File: src/rtl/or1200_except_req_arb.sv
// Exception request arbiter: latches trigger sources, picks the highest-index
// enabled one and offers it to the flush FSM over a valid/ack handshake.
module or1200_except_req_arb #(
  parameter int              NSRC    = 14,
  parameter int              IDW     = 4,
  parameter logic [NSRC-1:0] STICKY  = 14'h3FFF,
  parameter int              HOLDOFF = 2
) (
  input  logic            clk,
  input  logic            reset,
  input  logic [NSRC-1:0] trig_i,
  input  logic [NSRC-1:0] mask_i,
  input  logic            flush_busy_i,
  output logic            req_o,
  output logic [IDW-1:0]  req_id_o,
  input  logic            ack_i,
  output logic [NSRC-1:0] pending_o,
  output logic [7:0]      ovr_cnt_o
);

  // state | meaning
  // IDLE  | waiting for an eligible source while the flush FSM is idle
  // OFFER | req_o high, req_id_o frozen until ack_i
  // HOLD  | post-ack gap, down-counter runs to zero before re-arming
  typedef enum logic [1:0] {
    IDLE  = 2'd0,
    OFFER = 2'd1,
    HOLD  = 2'd2
  } state_t;

  localparam logic [3:0] HOLD_LD = 4'(HOLDOFF);

  state_t          state;
  logic [3:0]      hold_cnt;
  logic [NSRC-1:0] pend;
  logic [NSRC-1:0] trig_q;
  logic [NSRC-1:0] clr;
  logic [NSRC-1:0] pend_nxt;
  logic [NSRC-1:0] ovr_hit;
  logic [NSRC-1:0] elig;
  logic [IDW-1:0]  winner;

  always_comb begin
    clr      = '0;
    pend_nxt = '0;
    ovr_hit  = '0;
    for (int i = 0; i < NSRC; i++) begin
      clr[i] = (state == OFFER) && ack_i && (req_id_o == IDW'(i)) && STICKY[i];
      // A new trigger in the ack cycle wins over the clear.
      pend_nxt[i] = STICKY[i] ? (trig_i[i] | (pend[i] & ~clr[i])) : trig_i[i];
      ovr_hit[i]  = STICKY[i] & trig_i[i] & ~trig_q[i] & pend[i] & ~clr[i];
    end
  end

  assign elig = pend & mask_i;

  always_comb begin
    winner = '0;
    for (int i = 0; i < NSRC; i++) begin
      if (elig[i]) winner = IDW'(i);
    end
  end

  always_ff @(posedge clk or negedge reset) begin
    if (!reset) begin
      state     <= IDLE;
      hold_cnt  <= '0;
      pend      <= '0;
      trig_q    <= '0;
      req_o     <= 1'b0;
      req_id_o  <= '0;
      ovr_cnt_o <= '0;
    end else begin
      pend   <= pend_nxt;
      trig_q <= trig_i;
      if ((|ovr_hit) && (ovr_cnt_o != 8'hFF)) ovr_cnt_o <= ovr_cnt_o + 8'd1;

      case (state)
        IDLE: begin
          if ((|elig) && !flush_busy_i) begin
            state    <= OFFER;
            req_o    <= 1'b1;
            req_id_o <= winner;
          end
        end
        OFFER: begin
          if (ack_i) begin
            state    <= HOLD;
            req_o    <= 1'b0;
            hold_cnt <= HOLD_LD;
          end
        end
        HOLD: begin
          if (hold_cnt != 4'd0) hold_cnt <= hold_cnt - 4'd1;
          else if (!flush_busy_i) state <= IDLE;
        end
        default: begin
          state <= IDLE;
          req_o <= 1'b0;
        end
      endcase
    end
  end

  assign pending_o = pend;

endmodule

File: config.mk
export PLATFORM = sky130hd
export DESIGN_NAME = or1200_except_req_arb
export DESIGN_NICKNAME = d
export VERILOG_FILES = /design/src/rtl/or1200_except_req_arb.sv
export SDC_FILE = /design/constraint.sdc
export NUM_CORES = 1
export LEC_CHECK = 0
export CAP_MARGIN = 5
export CORE_MARGIN = 2
export CORE_UTILIZATION = 32
export CTS_CLUSTER_SIZE = 8
export DETAILED_ROUTE_END_ITERATION = 10
export HOLD_SLACK_MARGIN = 0.08
export SLEW_MARGIN = 20
export SYNTH_ARGS = -nofsm -noshare
export SYNTH_HDL_FRONTEND = slang
export SYNTH_SLANG_ARGS = --single-unit
File: constraint.sdc
create_clock -name clk -period 3.8 [get_ports clk]
set_input_delay 0.38 -clock clk [delete_from_list [all_inputs] [get_ports clk]]
set_output_delay 0.38 -clock clk [all_outputs]
set_load 0.05 [all_outputs]
==> results of run 1 <==
==> worst reg2reg max path, stage by stage (launching register included) <==
cell	delay, ns
dfrtp_1	0.44
and3b_1	0.54
a31oi_1	0.16
nor4_1	0.35
o2111ai_1	0.19
o22ai_2	0.38
mux2_4	0.34
==> sequential cells by signal, summed over array words and instances, names as in the netlist <==
| register | cells |
|---|---|
| pending_o | 14 |
| trig_q | 14 |
| ovr_cnt_o | 8 |
| hold_cnt | 4 |
| req_id_o | 4 |
| state | 2 |
| req_o | 1 |
==> routing by layer <==
layer | GRT usage, % | vias up | share of wire (%)
li1 | - | 884 | -
met1 | 22.9 | 845 | 47
met2 | 23.8 | 58 | 46
met3 | 4.08 | 10 | 5.8
met4 | 4.34 | 0 | 1.4
met5 | 0 | - | 0
==> cell families after synthesis <==
kind of cell / Yosys count
AOI/OAI and AO/OA: 50
xor gates and xnor gates: 9
adders and majority gates: 2
buffers and inverters: 14
DFF: 47
muxes: 3
and+or+nand+nor: 88
==> layout by cell type, fill, tap and decap left out, drive strengths merged, types with 2 or more instances in the layout <==
master | synthesis | routed
inv | 9 | 9
nand2 | 20 | 20
nor4 | 3 | 3
a22oi | 4 | 4
a21oi | 3 | 3
nand3b | 12 | 12
o22ai | 2 | 2
o21ai | 16 | 16
a31oi | 10 | 10
or2 | 2 | 2
xor2 | 6 | 6
nor2b | 3 | 3
a21o | 2 | 2
xnor2 | 3 | 3
and3b | 2 | 2
clkbuf | 1 | 6
nand2b | 15 | 15
a32oi | 2 | 2
nor2 | 12 | 12
clkdlybuf4s50 | 0 | 57
nand3 | 8 | 8
nand4 | 2 | 2
ha | 2 | 2
mux2 | 3 | 3
dfrtp | 47 | 47
and2b | 2 | 2
nor3 | 3 | 3
o2111ai | 2 | 2
==> through the flow <==
stage                     hold WS, ns  worst slack (ns)  power (mW)  cell area, sq um
after CTS                       0.312              1.24        1.91              2950
after detailed placement        0.485             0.913        1.55              2850
final                          0.0849              1.21        1.90              2950
after global routing            0.125              1.05        2.02              2950
after global placement          0.498             0.962        1.55              2850
after floorplan                0.0844              1.46        1.29              2220
==> power by group through the flow <==
stage                     Clock (mW)  Sequential, mW  Combinational, mW
after detailed placement           0           0.761              0.790
after global routing           0.389           0.781              0.854
final                          0.357           0.754              0.789
after floorplan                    0           0.957              0.329
after CTS                      0.364           0.753              0.796
after global placement             0           0.762              0.784
==> layout make-up <==
class                      instances  area share, %
tap                               80           3.39
inverter                           9           1.14
clock buffer                       6           2.46
timing repair buffer              58           19.6
sequential                        47           39.8
clock inverter                     1           1.02
multi-input combinational        152           32.6
==> worst max path at each step <==
| stage | start | cells after the start | slack, ns | endpoint |
|---|---|---|---|---|
| final | ack_i | 7 | 1.21 | ovr_cnt_o[1]$_DFFE_PN0P_ |
| after global placement | ack_i | 7 | 0.96 | ovr_cnt_o[1]$_DFFE_PN0P_ |
| after floorplan | req_id_o[0]$_DFFE_PN0P_ | 7 | 1.46 | ovr_cnt_o[1]$_DFFE_PN0P_ |
| after global routing | ack_i | 7 | 1.05 | ovr_cnt_o[1]$_DFFE_PN0P_ |
| after CTS | ack_i | 7 | 1.24 | ovr_cnt_o[1]$_DFFE_PN0P_ |
| after detailed placement | ack_i | 7 | 0.91 | ovr_cnt_o[1]$_DFFE_PN0P_ |
==> flow_metrics.env, run 1 <==
export IMPL_status="finished, final reports clean"
export IMPL_multi_input_area_sq_um=961
export IMPL_core_area_sq_mm=0.00676
export IMPL_syn_instance_count=213
export IMPL_place_inst=346
export IMPL_netlist_area_sq_mm=0.00222
export IMPL_internal_power_mw=1.11
export IMPL_clk_path_buf_depth=2
export IMPL_async_reset_ff_share_pct=100
export IMPL_rrSetupSlack_ns=1.29
export IMPL_syn_nets=247
export IMPL_die_area_sq_mm=0.00761
export IMPL_vias=1797
export IMPL_setup_viol=0
export IMPL_drc_errors=0
export IMPL_grt_start_max_net_pins=48
export IMPL_place_gp_congestion=0.822
export IMPL_synthSimpleGateAreaFrac_pct=21.8
export IMPL_drive_gt1_share_pct=5.49
export IMPL_synth_seq_cells=47
export IMPL_hold_violations=0
export IMPL_finalCritPeriodShare_pct=68.1
export IMPL_rsz0062_at_grt="false"
export IMPL_dieHeight_um=87.2
export IMPL_std_cell_rows=30
export IMPL_grt_pass1_wl_mm=9.20
export IMPL_final_core_util_pct=43.7
export IMPL_netlist_top_cells_area="dfrtp_1, nand2b_1, nand3b_1"
export IMPL_ys_seq_area_share_pct=53.1
export IMPL_crit_family="simple AND/OR/NAND/NOR gates"
export IMPL_r2r_cells=6
export IMPL_reg2reg_from="state[1]$_DFFE_PN0P_"
export IMPL_synthXorXnorAreaFrac_pct=3.56
export IMPL_p_seq_share_pct=39.7
export IMPL_final_antenna_net_count=0
export IMPL_synth_edff_count=0
export IMPL_synth_top_area_share_pct=53.1
export IMPL_p_per_area_mw_per_mm2=644
export IMPL_worstHoldPathType="in -> async"
export IMPL_synthFlopType="dfrtp_1"
export IMPL_end_kind="flip-flop"
export IMPL_antenna_cells=0
export IMPL_power_frac_comb_pct=41.5
export IMPL_initial_core_util_pct=32.8
export IMPL_area_growth_pct=33.2
export IMPL_critPathMaxStageDelay_ns=0.50
export IMPL_via_per_inst=5.09
export IMPL_sw_frac_of_total_pct=41.7
export IMPL_cp_num_buf_inv=1
export IMPL_fin_nets=307
export IMPL_synthMuxAreaShare_pct=1.69
export IMPL_cts_tree="yes"
export IMPL_layoutNonFillerInstCount=353
export IMPL_arrival_ns=2.78
export IMPL_cts_root_buf="clkbuf_8"
export IMPL_fillCellCount=670
export IMPL_wl_per_cell_um=16.0
export IMPL_track_usage_pct=15.9
export IMPL_synth_compound_area_share_pct=15.2
export IMPL_path_class="in -> reg"
export IMPL_start_kind="primary input"
export IMPL_p_leak_nw=1.20
export IMPL_post_cts_resized=0
export IMPL_vdd_drop_max_mv=0.406
export IMPL_cts_max_level=2
export IMPL_netlist_top_cells_count="dfrtp_1, nand2_1, o21ai_0"
export IMPL_yosysMostFrequentCell="dfrtp_1"
export IMPL_drt_iter0_drc=79
export IMPL_port_buffers=58
export IMPL_post_cts_repair_setup_buffers=0
export IMPL_yosysWarnings=0
export IMPL_worstMarginPinSlew_ns=0.608
export IMPL_hpwlAfterDp_mm=4.27
export IMPL_synthAdderAreaFrac_pct=1.13
export IMPL_cp_required_ns=3.99
export IMPL_cts_buffers=5
export IMPL_critPathMaxFanout=15
export IMPL_clock_sinks=47
export IMPL_tns_ns=0
export IMPL_antenna_found_initial=0
export IMPL_cp_cell_sequence="clkdlybuf4s50_1 -> and3b_1 -> a31oi_1 -> nor4_1 -> o2111ai_1 -> o22ai_2 -> mux2_4"
export IMPL_r2r_end="ovr_cnt_o[1]$_DFFE_PN0P_"
export IMPL_path_clk_slew_ns=0.09
export IMPL_yosys_area_top_type="dfrtp_1"
export IMPL_drv_cap=0
export IMPL_insertion_delay_ns=0.30
export IMPL_netSwitchingPower_mw=0.792
export IMPL_slew_headroom_pct=59.5
export IMPL_finalMaxSlewViolations=0
export IMPL_synth_top_family_by_area="simple AND/OR/NAND/NOR gates"
export IMPL_grt_overflow_total=0
export IMPL_hold_buffers=0
export IMPL_io_pins=59
export IMPL_period_needed_ns=2.59
export IMPL_die_x_um=87.2
export IMPL_synth_distinct_cells=47
export IMPL_fmax_mhz=386
export IMPL_skew_ns=0.0100
export IMPL_p_clk_share_pct=18.8
export IMPL_syn_area_per_cell_sq_um=10.4
export IMPL_routed_wl_mm=5.66
export IMPL_first_pass_iters=4
export IMPL_slowest_stage="clkdlybuf4s50_1"
export IMPL_grt_pass1_vias=1816
export IMPL_regArea_sq_mm=0.00118
(Power assumes the default switching activity.)
==> run 2: changes to the inputs <==
clock period = 2.5 ns   (was 3.8 ns; I/O delays follow)
==> flow_metrics.env, run 2 (same netlist as run 1, synthesis figures left out) <==
export IMPL_hold_violations=0
export IMPL_path_clk_slew_ns=0.09
export IMPL_rrSetupSlack_ns=0.36
export IMPL_fmax_mhz=467
export IMPL_critPathMaxStageDelay_ns=0.43
export IMPL_placed_area_sq_mm=0.00290
export IMPL_grt_pass1_wl_mm=9.27
export IMPL_fillCellCount=667
export IMPL_antenna_found_initial=0
export IMPL_cp_num_buf_inv=2
export IMPL_fin_area_sq_mm=0.00301
export IMPL_clock_sinks=47
export IMPL_start_kind="flip-flop"
export IMPL_vdd_drop_max_mv=0.537
export IMPL_grt_pass1_vias=1868
export IMPL_fin_nets=313
export IMPL_port_buffers=58
export IMPL_drt_iter0_drc=110
export IMPL_cts_tree="yes"
export IMPL_via_per_inst=5.09
export IMPL_cp_required_ns=2.69
export IMPL_grt_start_max_net_pins=48
export IMPL_vias=1829
export IMPL_sw_frac_of_total_pct=41.5
export IMPL_insertion_delay_ns=0.30
export IMPL_tns_ns=0
export IMPL_netSwitchingPower_mw=1.21
export IMPL_first_pass_iters=5
export IMPL_internal_power_mw=1.70
export IMPL_finalCritPeriodShare_pct=85.7
export IMPL_cts_max_level=2
export IMPL_layoutNonFillerInstCount=359
export IMPL_wl_per_cell_um=15.7
export IMPL_cts_root_buf="clkbuf_8"
export IMPL_power_frac_comb_pct=42.0
export IMPL_drv_cap=0
export IMPL_clk_path_buf_depth=2
export IMPL_skew_ns=0.00825
export IMPL_worstHoldPathType="in -> reg"
export IMPL_std_cell_rows=30
export IMPL_slew_headroom_pct=59.6
export IMPL_final_antenna_net_count=0
export IMPL_initial_core_util_pct=32.8
export IMPL_io_pins=59
export IMPL_setup_viol=0
export IMPL_final_cell_mix="clkdlybuf4s50_1, dfrtp_1, nand2_1, o21ai_0, nand2b_1"
export IMPL_slowest_stage="dfrtp_1"
export IMPL_status="finished, final reports clean"
export IMPL_p_clk_share_pct=18.5
export IMPL_area_growth_pct=35.8
export IMPL_crit_family="simple AND/OR/NAND/NOR gates"
export IMPL_end_kind="flip-flop"
export IMPL_cp_cell_sequence="and3b_1 -> buf_12 -> a31oi_1 -> nor4_1 -> o311ai_1 -> o22ai_2 -> buf_4 -> nor3_1 -> xor2_1"
export IMPL_dp_slack_ns=0.0724
export IMPL_cts_buffers=5
export IMPL_place_gp_congestion=0.809
export IMPL_core_area_sq_mm=0.00676
export IMPL_path_class="reg -> reg"
export IMPL_drive_gt1_share_pct=7.17
export IMPL_antenna_cells=0
export IMPL_p_leak_nw=1.23
export IMPL_die_area_sq_mm=0.00761
export IMPL_track_usage_pct=16.0
export IMPL_grt_overflow_total=0
export IMPL_critPathMaxFanout=15
export IMPL_worst_slack_ns=0.357
export IMPL_p_per_area_mw_per_mm2=966
export IMPL_place_inst=351
export IMPL_post_cts_repair_setup_buffers=0
export IMPL_p_seq_share_pct=39.6
export IMPL_routed_wl_mm=5.64
export IMPL_hpwlAfterDp_mm=4.27
export IMPL_rsz0062_at_grt="false"
export IMPL_worstMarginPinSlew_ns=0.606
export IMPL_arrival_ns=2.33
export IMPL_dieHeight_um=87.2
export IMPL_die_x_um=87.2
export IMPL_period_needed_ns=2.14
export IMPL_final_common_cell="clkdlybuf4s50_1"
export IMPL_drc_errors=0
export IMPL_finalMaxSlewViolations=0
[run 2: cell count changes in the layout (fill, tap and decap cells not counted), sizes merged]
cell	delta
buf	+5
dlygate4sd3	+1
[run 2: repair_timing]
item                                   in CTS  in global routing
hold buffers                                1                  0
gates resized for setup                     0                  0
endpoints found under the hold margin      47                  0
[run 2: layout make-up]
type	count	area [sq um]	share of cell area, %
inverter	9	33.8	1.12
clock buffer	6	72.6	2.41
timing repair buffer	64	636	21.1
sequential	47	1180	39.1
multi-input combinational	152	961	31.9
clock inverter	1	30.0	0.998
tap	80	100	3.33
[run 2: path summary, 6_finish.rpt]
kind / startpoint / to / cells past startpoint
min reg2reg: ovr_cnt_o[7]$_DFFE_PN0P_ / ovr_cnt_o[7]$_DFFE_PN0P_ / 1
max in group asynchronous: reset / trig_q[9]$_DFF_PN0_ / 3
max: state[1]$_DFFE_PN0P_ / ovr_cnt_o[5]$_DFFE_PN0P_ / 9
min in group asynchronous: reset / ovr_cnt_o[7]$_DFFE_PN0P_ / 3
min: trig_i[7] / trig_q[7]$_DFF_PN0_ / 1
max reg2reg: state[1]$_DFFE_PN0P_ / ovr_cnt_o[5]$_DFFE_PN0P_ / 9
[run 2: power by group through the flow]
stage               combinational (mW)  clock [mW]  sequential (mW)
global route                      1.33       0.585             1.19
global placement                  1.21           0             1.16
detailed placement                1.22           0             1.16
CTS                               1.23       0.554             1.15
finish                            1.22       0.536             1.15
floorplan                        0.500           0             1.45
[run 2: per-layer routing]
layer / global-route usage (%) / vias to the layer above / routed length, um
met5: 0 / - / 0
met4: 5.59 / 0 / 65
met3: 3.22 / 6 / 312
met2: 25.0 / 52 / 2610
met1: 22.2 / 880 / 2660
li1: - / 891 / -
[run 2: worst reg2reg max path: stages (launching register included)]
cell,delay (ns)
dfrtp_1,0.43
and3b_1,0.28
buf_12,0.14
a31oi_1,0.08
nor4_1,0.31
o311ai_1,0.16
o22ai_2,0.25
buf_4,0.19
nor3_1,0.06
xor2_1,0.13
[run 2: through the flow]
| step | hold WS, ns | power (mW) | utilization [%] |
|---|---|---|---|
| after detailed placement | 0.387 | 2.38 | 42.9 |
| after CTS | 0.420 | 2.94 | 44.5 |
| after floorplan | -0.0456 | 1.96 | - |
| final | 0.420 | 2.91 | 44.5 |
| after global placement | 0.381 | 2.37 | 42.9 |
| after global routing | 0.419 | 3.10 | 44.5 |
